$ cat config.mk
export PLATFORM = sky130hd
export DESIGN_NAME = rpe_weight_loader
export DESIGN_NICKNAME = d
export VERILOG_FILES = /design/src/rtl/rpe_weight_loader_pkg.sv /design/src/rtl/rpe_weight_quant.sv /design/src/rtl/rpe_weight_loader.sv
export SDC_FILE = /design/constraint.sdc
export NUM_CORES = 1
export LEC_CHECK = 0
export ABC_AREA = 1
export CAP_MARGIN = 20
export CORE_AREA = 2 2 94 96
export DETAILED_ROUTE_END_ITERATION = 16
export DIE_AREA = 0 0 96 98
export HOLD_SLACK_MARGIN = 0.08
export PLACE_DENSITY = 0.7
export SLEW_MARGIN = 20
export SYNTH_ARGS = -nofsm -noshare
export SYNTH_HDL_FRONTEND = slang
export SYNTH_SLANG_ARGS = --single-unit
export TNS_END_PERCENT = 1
$ cat constraint.sdc
create_clock -name clk -period 5.15 [get_ports clk]
set_input_delay 0.515 -clock clk [delete_from_list [all_inputs] [get_ports clk]]
set_output_delay 0.515 -clock clk [all_outputs]
set_load 0.02 [all_outputs]
$ cat src/rtl/rpe_weight_loader_pkg.sv
// Shared definitions for the RPE weight-load path: code widths, code constants
// and the loader state encoding.
package rpe_weight_loader_pkg;

  localparam int RPE_W_CODE_W = 5;
  localparam int RPE_ACT_W    = 7;

  localparam logic [RPE_W_CODE_W-1:0] CODE_ZERO = 5'b10000;
  localparam logic                    F_MSR4    = 1'b0;
  localparam logic                    F_MULT16  = 1'b1;

  typedef enum logic {
    ST_FILL  = 1'b0,
    ST_SHIFT = 1'b1
  } ld_state_t;

endpackage

$ cat src/rtl/rpe_weight_quant.sv
// Combinational int8 -> 5-bit RPE weight code quantiser with an inexact flag.
module rpe_weight_quant
  import rpe_weight_loader_pkg::*;
(
  input  logic signed [7:0]              w,
  output logic        [RPE_W_CODE_W-1:0] code,
  output logic                           inexact
);

  function automatic logic [3:0] odd_c(input logic signed [7:0] v);
    return 4'((v - 8'sd1) >>> 1);
  endfunction

  // Nearest multiple of 16 with ties away from zero, clamped to 7*16.
  function automatic logic [3:0] round_sat_m(input logic [7:0] mag);
    logic [4:0] q;
    q = 5'((9'(mag) + 9'd8) >> 4);
    return (q > 5'd7) ? 4'd7 : q[3:0];
  endfunction

  logic [7:0] mag;
  logic [3:0] m;

  always_comb begin
    code    = CODE_ZERO;
    inexact = 1'b0;
    mag     = w[7] ? 8'(-w) : 8'(w);
    m       = round_sat_m(mag);
    if (w == 8'sd0) begin
      code = CODE_ZERO;
    end else if (mag <= 8'd15) begin
      if (w[0]) begin
        code = {F_MSR4, odd_c(w)};
      end else begin
        inexact = 1'b1;
        code    = {F_MSR4, odd_c(w[7] ? w + 8'sd1 : w - 8'sd1)};
      end
    end else begin
      inexact = ({m, 4'b0000} != mag);
      // m is 1..7 here, so the inverted form never reaches 4'b1111
      code    = w[7] ? {F_MULT16, ~m} : {F_MULT16, m};
    end
  end

endmodule

$ cat src/rtl/rpe_weight_loader.sv
// Loads one column of int8 weights, quantises them, and shifts the codes
// into a systolic-array column bottom row first.
module rpe_weight_loader
  import rpe_weight_loader_pkg::*;
#(
  parameter int SIZE  = 8,
  parameter int IDX_W = $clog2(SIZE),
  parameter int ERR_W = 16
) (
  input  logic                    clk,
  input  logic                    rst_n,
  input  logic                    w_in_valid,
  output logic                    w_in_ready,
  input  logic signed [7:0]       w_in,
  input  logic                    err_clr,
  output logic [RPE_W_CODE_W-1:0] Weight_out,
  output logic                    Weight_out_valid,
  output logic                    load_done,
  output logic [ERR_W-1:0]        quant_err_cnt
);

  localparam logic [IDX_W-1:0] IDX_LAST = IDX_W'(SIZE - 1);

  ld_state_t               state, state_nxt;
  logic [IDX_W-1:0]        idx, idx_nxt;
  logic [RPE_W_CODE_W-1:0] code_p0;
  logic                    inexact_p0;
  logic                    accept;
  logic [RPE_W_CODE_W-1:0] beat_code;
  logic [RPE_W_CODE_W-1:0] wbuf [SIZE];

  rpe_weight_quant u_quant (
    .w       (w_in),
    .code    (code_p0),
    .inexact (inexact_p0)
  );

  assign w_in_ready = rst_n && (state == ST_FILL);
  assign accept     = w_in_valid && w_in_ready;

  always_comb begin
    state_nxt = state;
    idx_nxt   = idx;
    case (state)
      ST_FILL: begin
        if (accept) begin
          if (idx == IDX_LAST) begin
            state_nxt = ST_SHIFT;
            idx_nxt   = IDX_LAST;
          end else begin
            idx_nxt = idx + 1'b1;
          end
        end
      end
      ST_SHIFT: begin
        if (idx == '0) begin
          state_nxt = ST_FILL;
          idx_nxt   = '0;
        end else begin
          idx_nxt = idx - 1'b1;
        end
      end
      default: begin
        state_nxt = ST_FILL;
        idx_nxt   = '0;
      end
    endcase
    // The first beat bypasses the buffer: its row is being written this cycle.
    beat_code = (state == ST_FILL) ? code_p0 : wbuf[idx_nxt];
  end

  always_ff @(posedge clk or negedge rst_n) begin
    if (!rst_n) begin
      state <= ST_FILL;
      idx   <= '0;
    end else begin
      state <= state_nxt;
      idx   <= idx_nxt;
    end
  end

  always_ff @(posedge clk) begin
    if (accept) wbuf[idx] <= code_p0;
  end

  // ---- output stage: beat registered on the edge entering each SHIFT cycle
  always_ff @(posedge clk or negedge rst_n) begin
    if (!rst_n) begin
      Weight_out       <= '0;
      Weight_out_valid <= 1'b0;
      load_done        <= 1'b0;
    end else begin
      Weight_out_valid <= (state_nxt == ST_SHIFT);
      load_done        <= (state == ST_SHIFT) && (idx == '0);
      if (state_nxt == ST_SHIFT) Weight_out <= beat_code;
    end
  end

  always_ff @(posedge clk or negedge rst_n) begin
    if (!rst_n) begin
      quant_err_cnt <= '0;
    end else if (err_clr) begin
      quant_err_cnt <= '0;
    end else if (accept && inexact_p0 && (quant_err_cnt != '1)) begin
      quant_err_cnt <= quant_err_cnt + 1'b1;
    end
  end

endmodule
**Word-level counts from Yosys, hierarchy flattened**

Memory sizes are Yosys's and may differ from the RTL's. A register that Yosys moved wholly into a read port is not among the register bits.
Cells that the tools add are included.

- RAM bits: 40
- Register bits after elaboration: 21
- Memories: 1
- Output and inout port bits: 24

Memories:

| name | depth | width | rd ports | clocked after memory_dff | wr ports | line | source |
|---|---|---|---|---|---|---|---|
| wbuf | 8 | 5 | 1 | 1 | 1 | rpe_weight_loader.sv:30 | `logic [RPE_W_CODE_W-1:0] wbuf [SIZE];` |

- Bitwise logic cells: 2
- Equality and inequality tests: 3
- Reductions and logical operators: 9
- Multiplexer cells: 22
- $lt $le $gt $ge: 2
- $add $sub $neg: 8

Operators by type and width:

| cell | number |
|---|---|
| $mux W16 | 2 |
| $add A16 B1 Y16 const B | 1 |
| $ne A16 B16 Y1 const B | 1 |
| $mux W5 | 3 |
| $mux W4 | 3 |
| $sub A5 B2 Y5 const B | 2 |
| $add A8 B4 Y9 const B | 1 |
| $mux W3 | 3 |
| $le A8 B4 Y1 const B | 1 |
| $logic_not A8 Y1 | 1 |
| $mux W1 | 8 |
| $mux W8 | 1 |
| $ne A8 B8 Y1 | 1 |
| $neg A8 Y8 | 1 |
| $pmux W3 S2 | 1 |
| $add A5 B2 Y5 const B | 1 |
| $gt A5 B3 Y1 const B | 1 |
| $logic_and A1 B1 Y1 | 5 |
| $not A4 Y4 | 1 |
| $add A3 B1 Y3 const B | 1 |
| $eq A3 B3 Y1 const B | 1 |
| $logic_not A3 Y1 | 1 |
| $sub A3 B1 Y3 const B | 1 |
| $pmux W1 S2 | 1 |
| 3 further kinds | 3 |

**Depth between registers and ports, before layout**

Gate-level depths: netlist of the first run.

- Depth after elaboration: 12
- Gate-level depth with buffers: 17

**Modules after synthesis**

A second synthesis of the first run with hierarchy kept.

- Cell total of the unflattened synthesis: 508
- Area, all modules: 4116.4 sq um

Modules (own cells, without submodules):

| module | area an instance (sq um) | times used | cells each |
|---|---|---|---|
| rpe_weight_loader | 3295.7 | 1 | 366 |
| rpe_weight_quant | 820.8 | 1 | 142 |

**Least setup slack after synthesis of the first run**

Ideal clock, no wire load.

- Path kind: input to register
- Start: in w_in[0]
- End: mem wbuf[0][3] (data pin)
- Library setup time: 0.224 ns
- Arrival time: 2.109 ns
- Slack: 2.817 ns
- Stages on the path: 12
- Required time: 4.926 ns
- Path buffers: 1
- Path through: inv_2 buf_6 ha_1 or2_2 nand2_1 ha_1 nand3_1 nor2_1 nand3_1 nand3_1 nand2_1 a21oi_1

- Cells in the longest elaborated chain, start to end: 9

Ends and longest elaborated chain:

| what | line | source |
|---|---|---|
| from (decl) | rpe_weight_loader.sv:14 | `input logic signed [7:0] w_in,` |
| $neg A8 Y8 | rpe_weight_quant.sv:27 | `mag = w[7] ? 8'(-w) : 8'(w);` |
| $mux W8 | rpe_weight_quant.sv:27 |  |
| $add A8 B4 Y9 | rpe_weight_quant.sv:17 | `q = 5'((9'(mag) + 9'd8) >> 4);` |
| $gt A5 B3 Y1 | rpe_weight_quant.sv:18 | `return (q > 5'd7) ? 4'd7 : q[3:0];` |
| $mux W4 | rpe_weight_quant.sv:18 |  |
| $not A4 Y4 | rpe_weight_quant.sv:41 | `code = w[7] ? {F_MULT16, ~m} : {F_MULT16, m};` |
| $mux W4 | rpe_weight_quant.sv:41 |  |
| $mux W5 | rpe_weight_quant.sv:31 | `end else if (mag <= 8'd15) begin` |
| $mux W5 * | rpe_weight_quant.sv:29 | `if (w == 8'sd0) begin` |
| via code_p0[3] | rpe_weight_loader.sv:26 | `logic [RPE_W_CODE_W-1:0] code_p0;` |
| to (decl) | rpe_weight_loader.sv:30 |  |

The timed path passes the listed nets; every way through them passes the cells marked *.

**Worst setup path in the final report of the first run**

- Start: in w_in[0]
- End: mem wbuf[6][3] (data pin)

The elaborated chain is that of the path after synthesis.

==> results.toml, run 1 <==
[status]
status = "finished, final reports clean"

[final_layout]
layout_commonest_cell = "nand2_1"
nets = 566
antenna_cells = 0
finalCoreUtilization = 0.5587
final_layout_size_suffix_gt1_frac = 0.08743
syn2layout_area_growth_pct = 14.65
layout_common_cells = "nand2_1, inv_1, nand3_1"

[yosys]
async_flop_share = 0.3939
synth_edf_count = 40
synth_area_sq_um = 4125
yosys_warnings = 0
syn_inst = 513
syn_nets = 535
synth.distinct_cells = 41
synth-seq-cells = 66
syn_avg_cell_area_sq_um = 8.041
synth.yosys.seq_area_share = 0.4489
ys.flop_type = "edfxtp_1"

[timing]
fin_crit_ns = 2.959
fin_setup_tns_ns = 0
timing.final.crit_share = 0.5746
max_freq_mhz = 337.9
tightest_slew_ns = 0.9024
rsz0062_at_grt = "no"
finalHoldViolations = 0
max-slew-margin-rel = 0.3977
skew_ns = 0.01205
maxSlewViolCount = 0
fin_hold_ws_ns = 0.5287
setup_viol = 0

[critical_path]
critical-path-top-cell-by-count = "nand3_1"
path_class = "in2reg"
cp_cell_sequence = "clkdlybuf4s50_1 -> inv_2 -> ha_1 -> or2_2 -> nand2_1 -> ha_1 -> nand3_1 -> nor2_1 -> nand3_1 -> nand3_1 -> nand2_1 -> a21oi_1"
crit_start = "w_in[0]"
path_delay_family = "simple AND/OR/NAND/NOR gates"
required_ns = 5.22
critical_path_depth = 12
critical_path.endpoint_type = "register"
cp.arrival_ns = 3.03
worstPathMaxFanout = 13
cpPeakStageDelay_ns = 0.59
start_kind = "input pin"
crit_buf_inv = 2
rr_startpoint = "idx[0]"
crit_slowest_cell = "clkdlybuf4s50_1"
r2r_cells = 11

[floorplan]
die-height_microns = 98
coreArea_sq_um = 8466
row_count = 34
ioPinCount = 36
start_util = 0.4873
die_w_microns = 96
fp.dieArea_sq_um = 9408

[global_routing]
grt_pass1_wl_microns = 15170
antenna_found_initial = 0
grt_pass1_vias = 3198
overflow = 0
grt_max_degree = 33
grt_usage = 0.2041

[cts]
clkLatencyLatePin_ns = 0.35
cts-root-buf = "clkbuf_8"
cts_tree = "yes"
clk_pin_slew_ns = 0.08
cts-resized-gates = 0
clkSinkCount = 66
htreeDepth = 3
max-clock-path-buffers = 2
holdBufCountCts = 0
post-cts-setup-buffers = 0
numCtsBuffers = 9

[routing]
viasPerCell = 5.321
drc_errors = 0
drt_wl_total_microns = 9034
first_pass_iters = 5
drtIter0Drc = 282
antenna_left = 0
wl_per_cell_microns = 13.75
dr_total_vias = 3496

[power_and_ir_drop]
max-vdd-ir-drop_uv = 173.7
leakagePower_nw = 2.200
p_per_area_nw_per_um2 = 412.6

[placed_design]
place_hpwl_microns = 6397
numPortBuffers = 35
gp_congestion = 0.8272

[min_path]
hold_path.class = "in2async"

[flow_run]
maxCapViolCount = 0
## logic make-up after synthesis
group,Yosys count,synth area share
and+or+nand+nor,299,0.3482
buffers and inverters,88,0.09129
DFF,66,0.4489
AOI/OAI and AO/OA,32,0.04307
xor gates and xnor gates,18,0.03822
adders and majority gates,10,0.03033
## flip-flops by register name, indices dropped and copies added, names as in the netlist
signal	cells
Weight_out	5
wbuf	40
idx	3
quant_err_cnt	16
Weight_out_valid	1
load_done	1
## where the power goes
group | internal, mW | switching, mW
combinational | 0.262 | 0.534
clock | 0.271 | 0.207
sequential | 0.632 | 0.0461
total | 1.16 | 0.787
## synth_stat cells (2+ instances only)
cell type	number	area (sq um)
nand2_1	127	476.7
inv_1	63	236.5
nand3_1	60	300.3
nor2_1	47	176.4
edfxtp_1	40	1201
nand4_1	27	168.9
dfrtp_1	26	650.6
o21ai_0	12	60.06
xor2_1	12	105.1
ha_1	10	125.1
a21oi_1	7	35.03
buf_2	7	35.03
inv_2	7	26.28
nand2_2	6	37.54
o21ai_1	6	30.03
xnor2_1	6	52.55
nand3_2	5	50.05
buf_6	4	45.04
nand2_4	4	45.04
nand3b_1	4	30.03
nor3_1	4	20.02
nor2_2	3	18.77
o211ai_1	3	22.52
and3_1	2	12.51
buf_1	2	7.510
buf_4	2	15.01
clkbuf_1	2	7.510
nor4_1	2	12.51
## layout make-up
cell class	instances	area, sq um
inverter	71	266.5
timing repair buffer	37	362.8
tap	108	135.1
sequential	66	1852
fill	790	3736
clock buffer	9	123.9
clock inverter	7	92.59
multi-input combinational	359	1897
## metrics by stage
stage          power (mW)  setup slack, ns  instances  cell area (sq um)
6_report            1.951            2.191        657               4730
3_5_place_dp        1.476            1.847        641               4513
3_3_place_gp        1.456            1.901        640               4508
2_1_floorplan       1.269            2.817        513               4125
5_1_grt             2.085            1.948        657               4730
4_1_cts             1.953            2.194        657               4730
## per-layer routing
| metal | vias up | GRT usage | wire length (microns) |
|---|---|---|---|
| met5 | - | 0 | 0 |
| met4 | 0 | 0.07143 | 191 |
| met3 | 16 | 0.03781 | 351 |
| met2 | 79 | 0.3194 | 4327 |
| met1 | 1644 | 0.2826 | 4164 |
| li1 | 1757 | - | - |
## worst paths after layout
kind                       slack, ns                to
max                             2.19        wbuf[6][3]
min                             0.53  quant_err_cnt[8]
max reg2reg                     2.54     Weight_out[3]
min reg2reg                     0.54     Weight_out[4]
max in group asynchronous       4.33     Weight_out[3]
min in group clk                0.54     Weight_out[4]
Power figures use the tool's default switching activity.
==> run 2, diff against run 1 <==
--- a/config.mk
+++ b/config.mk
@@ -11,7 +11,7 @@
 export DETAILED_ROUTE_END_ITERATION = 16
 export DIE_AREA = 0 0 96 98
 export HOLD_SLACK_MARGIN = 0.08
-export PLACE_DENSITY = 0.7
+export PLACE_DENSITY = 0.72
 export SLEW_MARGIN = 20
 export SYNTH_ARGS = -nofsm -noshare
 export SYNTH_HDL_FRONTEND = slang
==> constraint.sdc (replaced) <==
create_clock -name clk -period 2.41 [get_ports clk]
set_input_delay 0.241 -clock clk [delete_from_list [all_inputs] [get_ports clk]]
set_output_delay 0.241 -clock clk [all_outputs]
set_load 0.02 [all_outputs]
==> results.toml, run 2 (synthesis gave the netlist of run 1 again) <==
[timing]
fin_ws_ns = 0.1525
timing.final.crit_share = 0.9367
setup_viol = 0
fin_crit_ns = 2.258
max_freq_mhz = 443.0
tightest_slew_ns = 0.5120
maxSlewViolCount = 0
finalHoldViolations = 0
max-slew-margin-rel = 0.6574
skew_ns = 0.006950
rsz0062_at_grt = "yes"

[routing]
dr_total_vias = 3642
drtIter0Drc = 170
drt_wl_total_microns = 9413
antenna_left = 0
wl_per_cell_microns = 13.51
first_pass_iters = 4
drc_errors = 0
viasPerCell = 5.225

[critical_path]
critical-path-top-cell-by-count = "nand2_1"
cp.arrival_ns = 2.53
crit_slowest_cell = "dfrtp_2"
required_ns = 2.68
path_class = "reg2reg"
critical_path.endpoint_type = "register"
start_kind = "register"
cpPeakStageDelay_ns = 0.41
cp_cell_sequence = "inv_1 -> ha_1 -> ha_1 -> nor2_1 -> nand2_1 -> nand3_4 -> buf_6 -> nand2_1 -> o21ai_1 -> nand2_1 -> nand3_1 -> nand3_1 -> nand2_1 -> inv_1 -> a21oi_1"
worstPathMaxFanout = 15

[placed_design]
gp_congestion = 0.8913
placed_cell_area_sq_um = 4828
post-place-ws_ns = -0.2724
numPortBuffers = 35
place_hpwl_microns = 6727

[final_layout]
ff_latch_area_sq_um = 1853
final_layout_size_suffix_gt1_frac = 0.1562
regMostFlops = "wbuf"
n_fill_cell = 749
nets = 606
syn2layout_area_growth_pct = 21.81
layout_common_cells = "nand2_1, inv_1, nand3_1"
largest_reg_flops = 40
final_area_sq_um = 5025
antenna_cells = 0
reg.largest.list = "wbuf (40), quant_err_cnt (16), Weight_out (5)"
layout_commonest_cell = "nand2_1"
multi_input_area_sq_um = 1903

[power_and_ir_drop]
clockPowerShare = 0.206
leakagePower_nw = 2.389
seq_power_share = 0.338
p_per_area_nw_per_um2 = 838.4
sw_frac_of_total = 0.4105
p_comb_frac = 0.456
power.switching_mw = 1.729
p_int_mw = 2.483
max-vdd-ir-drop_uv = 353.4

[cts]
clkLatencyLatePin_ns = 0.35
clk_pin_slew_ns = 0.08
post-cts-setup-buffers = 0
max-clock-path-buffers = 2
clkSinkCount = 66
cts-resized-gates = 0
holdBufCountCts = 0
htreeDepth = 3
cts-root-buf = "clkbuf_8"
numCtsBuffers = 9
cts_tree = "yes"

[floorplan]
fp.dieArea_sq_um = 9408
die_w_microns = 96
die-height_microns = 98
coreArea_sq_um = 8466
row_count = 34
ioPinCount = 36
start_util = 0.4873

[global_routing]
grt_pass1_wl_microns = 15430
antenna_found_initial = 0
grt_usage = 0.2089
grt_pass1_vias = 3269
grt_max_degree = 33
overflow = 0

[flow_run]
maxCapViolCount = 0

[status]
status = "finished, final reports clean"

[min_path]
hold_path.class = "in2async"
## run 2: critical path, delay by kind of cell, from the launching register on
| family | cells | cell delay, ns |
|---|---|---|
| buf+inv | 3 | 0.29 |
| compound gates | 2 | 0.21 |
| simple gates | 8 | 0.81 |
| fa+ha+maj | 2 | 0.45 |
| flops | 1 | 0.41 |
## run 2: final cells by class
type / count / area share
clock buffer: 10 / 0.02739
clock inverter: 6 / 0.009462
inverter: 71 / 0.05304
multi-input combinational: 359 / 0.3787
sequential: 66 / 0.3688
tap: 108 / 0.02689
timing repair buffer: 77 / 0.1357
## run 2: worst paths after layout
| kind | startpoint | endpoint | slack [ns] | cells past startpoint |
|---|---|---|---|---|
| max in group asynchronous | rst_n | idx[1] | 1.72 | 2 |
| min in group clk | Weight_out[2] | Weight_out[2] | 0.57 | 2 |
| worst min register to register | Weight_out[2] | Weight_out[2] | 0.57 | 2 |
| worst max register to register | idx[1] | Weight_out[1] | 0.15 | 15 |
| worst max-delay path | idx[1] | Weight_out[1] | 0.15 | 15 |
| worst min-delay path | rst_n | quant_err_cnt[9] | 0.39 | 2 |
## run 2: per-layer routing
metal | vias up | part of all wire | GRT usage
li1 | 1833 | - | -
met1 | 1711 | 0.45 | 0.2802
met2 | 84 | 0.49 | 0.3429
met3 | 14 | 0.041 | 0.03009
met4 | 0 | 0.021 | 0.07253
met5 | - | 0 | 0
## run 2: power groups by stage
stage,registers [mW],clock network (mW),logic [mW]
floorplan,1.50,0,1.21
detailed placement,1.45,0,1.88
finish,1.43,0.867,1.92
global placement,1.45,0,1.85
CTS,1.42,0.884,1.90
global route,1.44,0.936,2.14
## run 2: stage by stage
step / instances / hold WS, ns / total power, mW / utilization / setup TNS [ns]
after floorplan: 513 / -0.05459 / 2.713 / - / 0
after global placement: 681 / 0.5377 / 3.293 / 0.5704 / -1.772
after detailed placement: 681 / 0.5479 / 3.330 / 0.5704 / -4.287
after CTS: 697 / 0.3881 / 4.209 / 0.5922 / 0
after global routing: 697 / 0.3943 / 4.515 / 0.5936 / -0.09114
final: 697 / 0.3907 / 4.213 / 0.5936 / 0
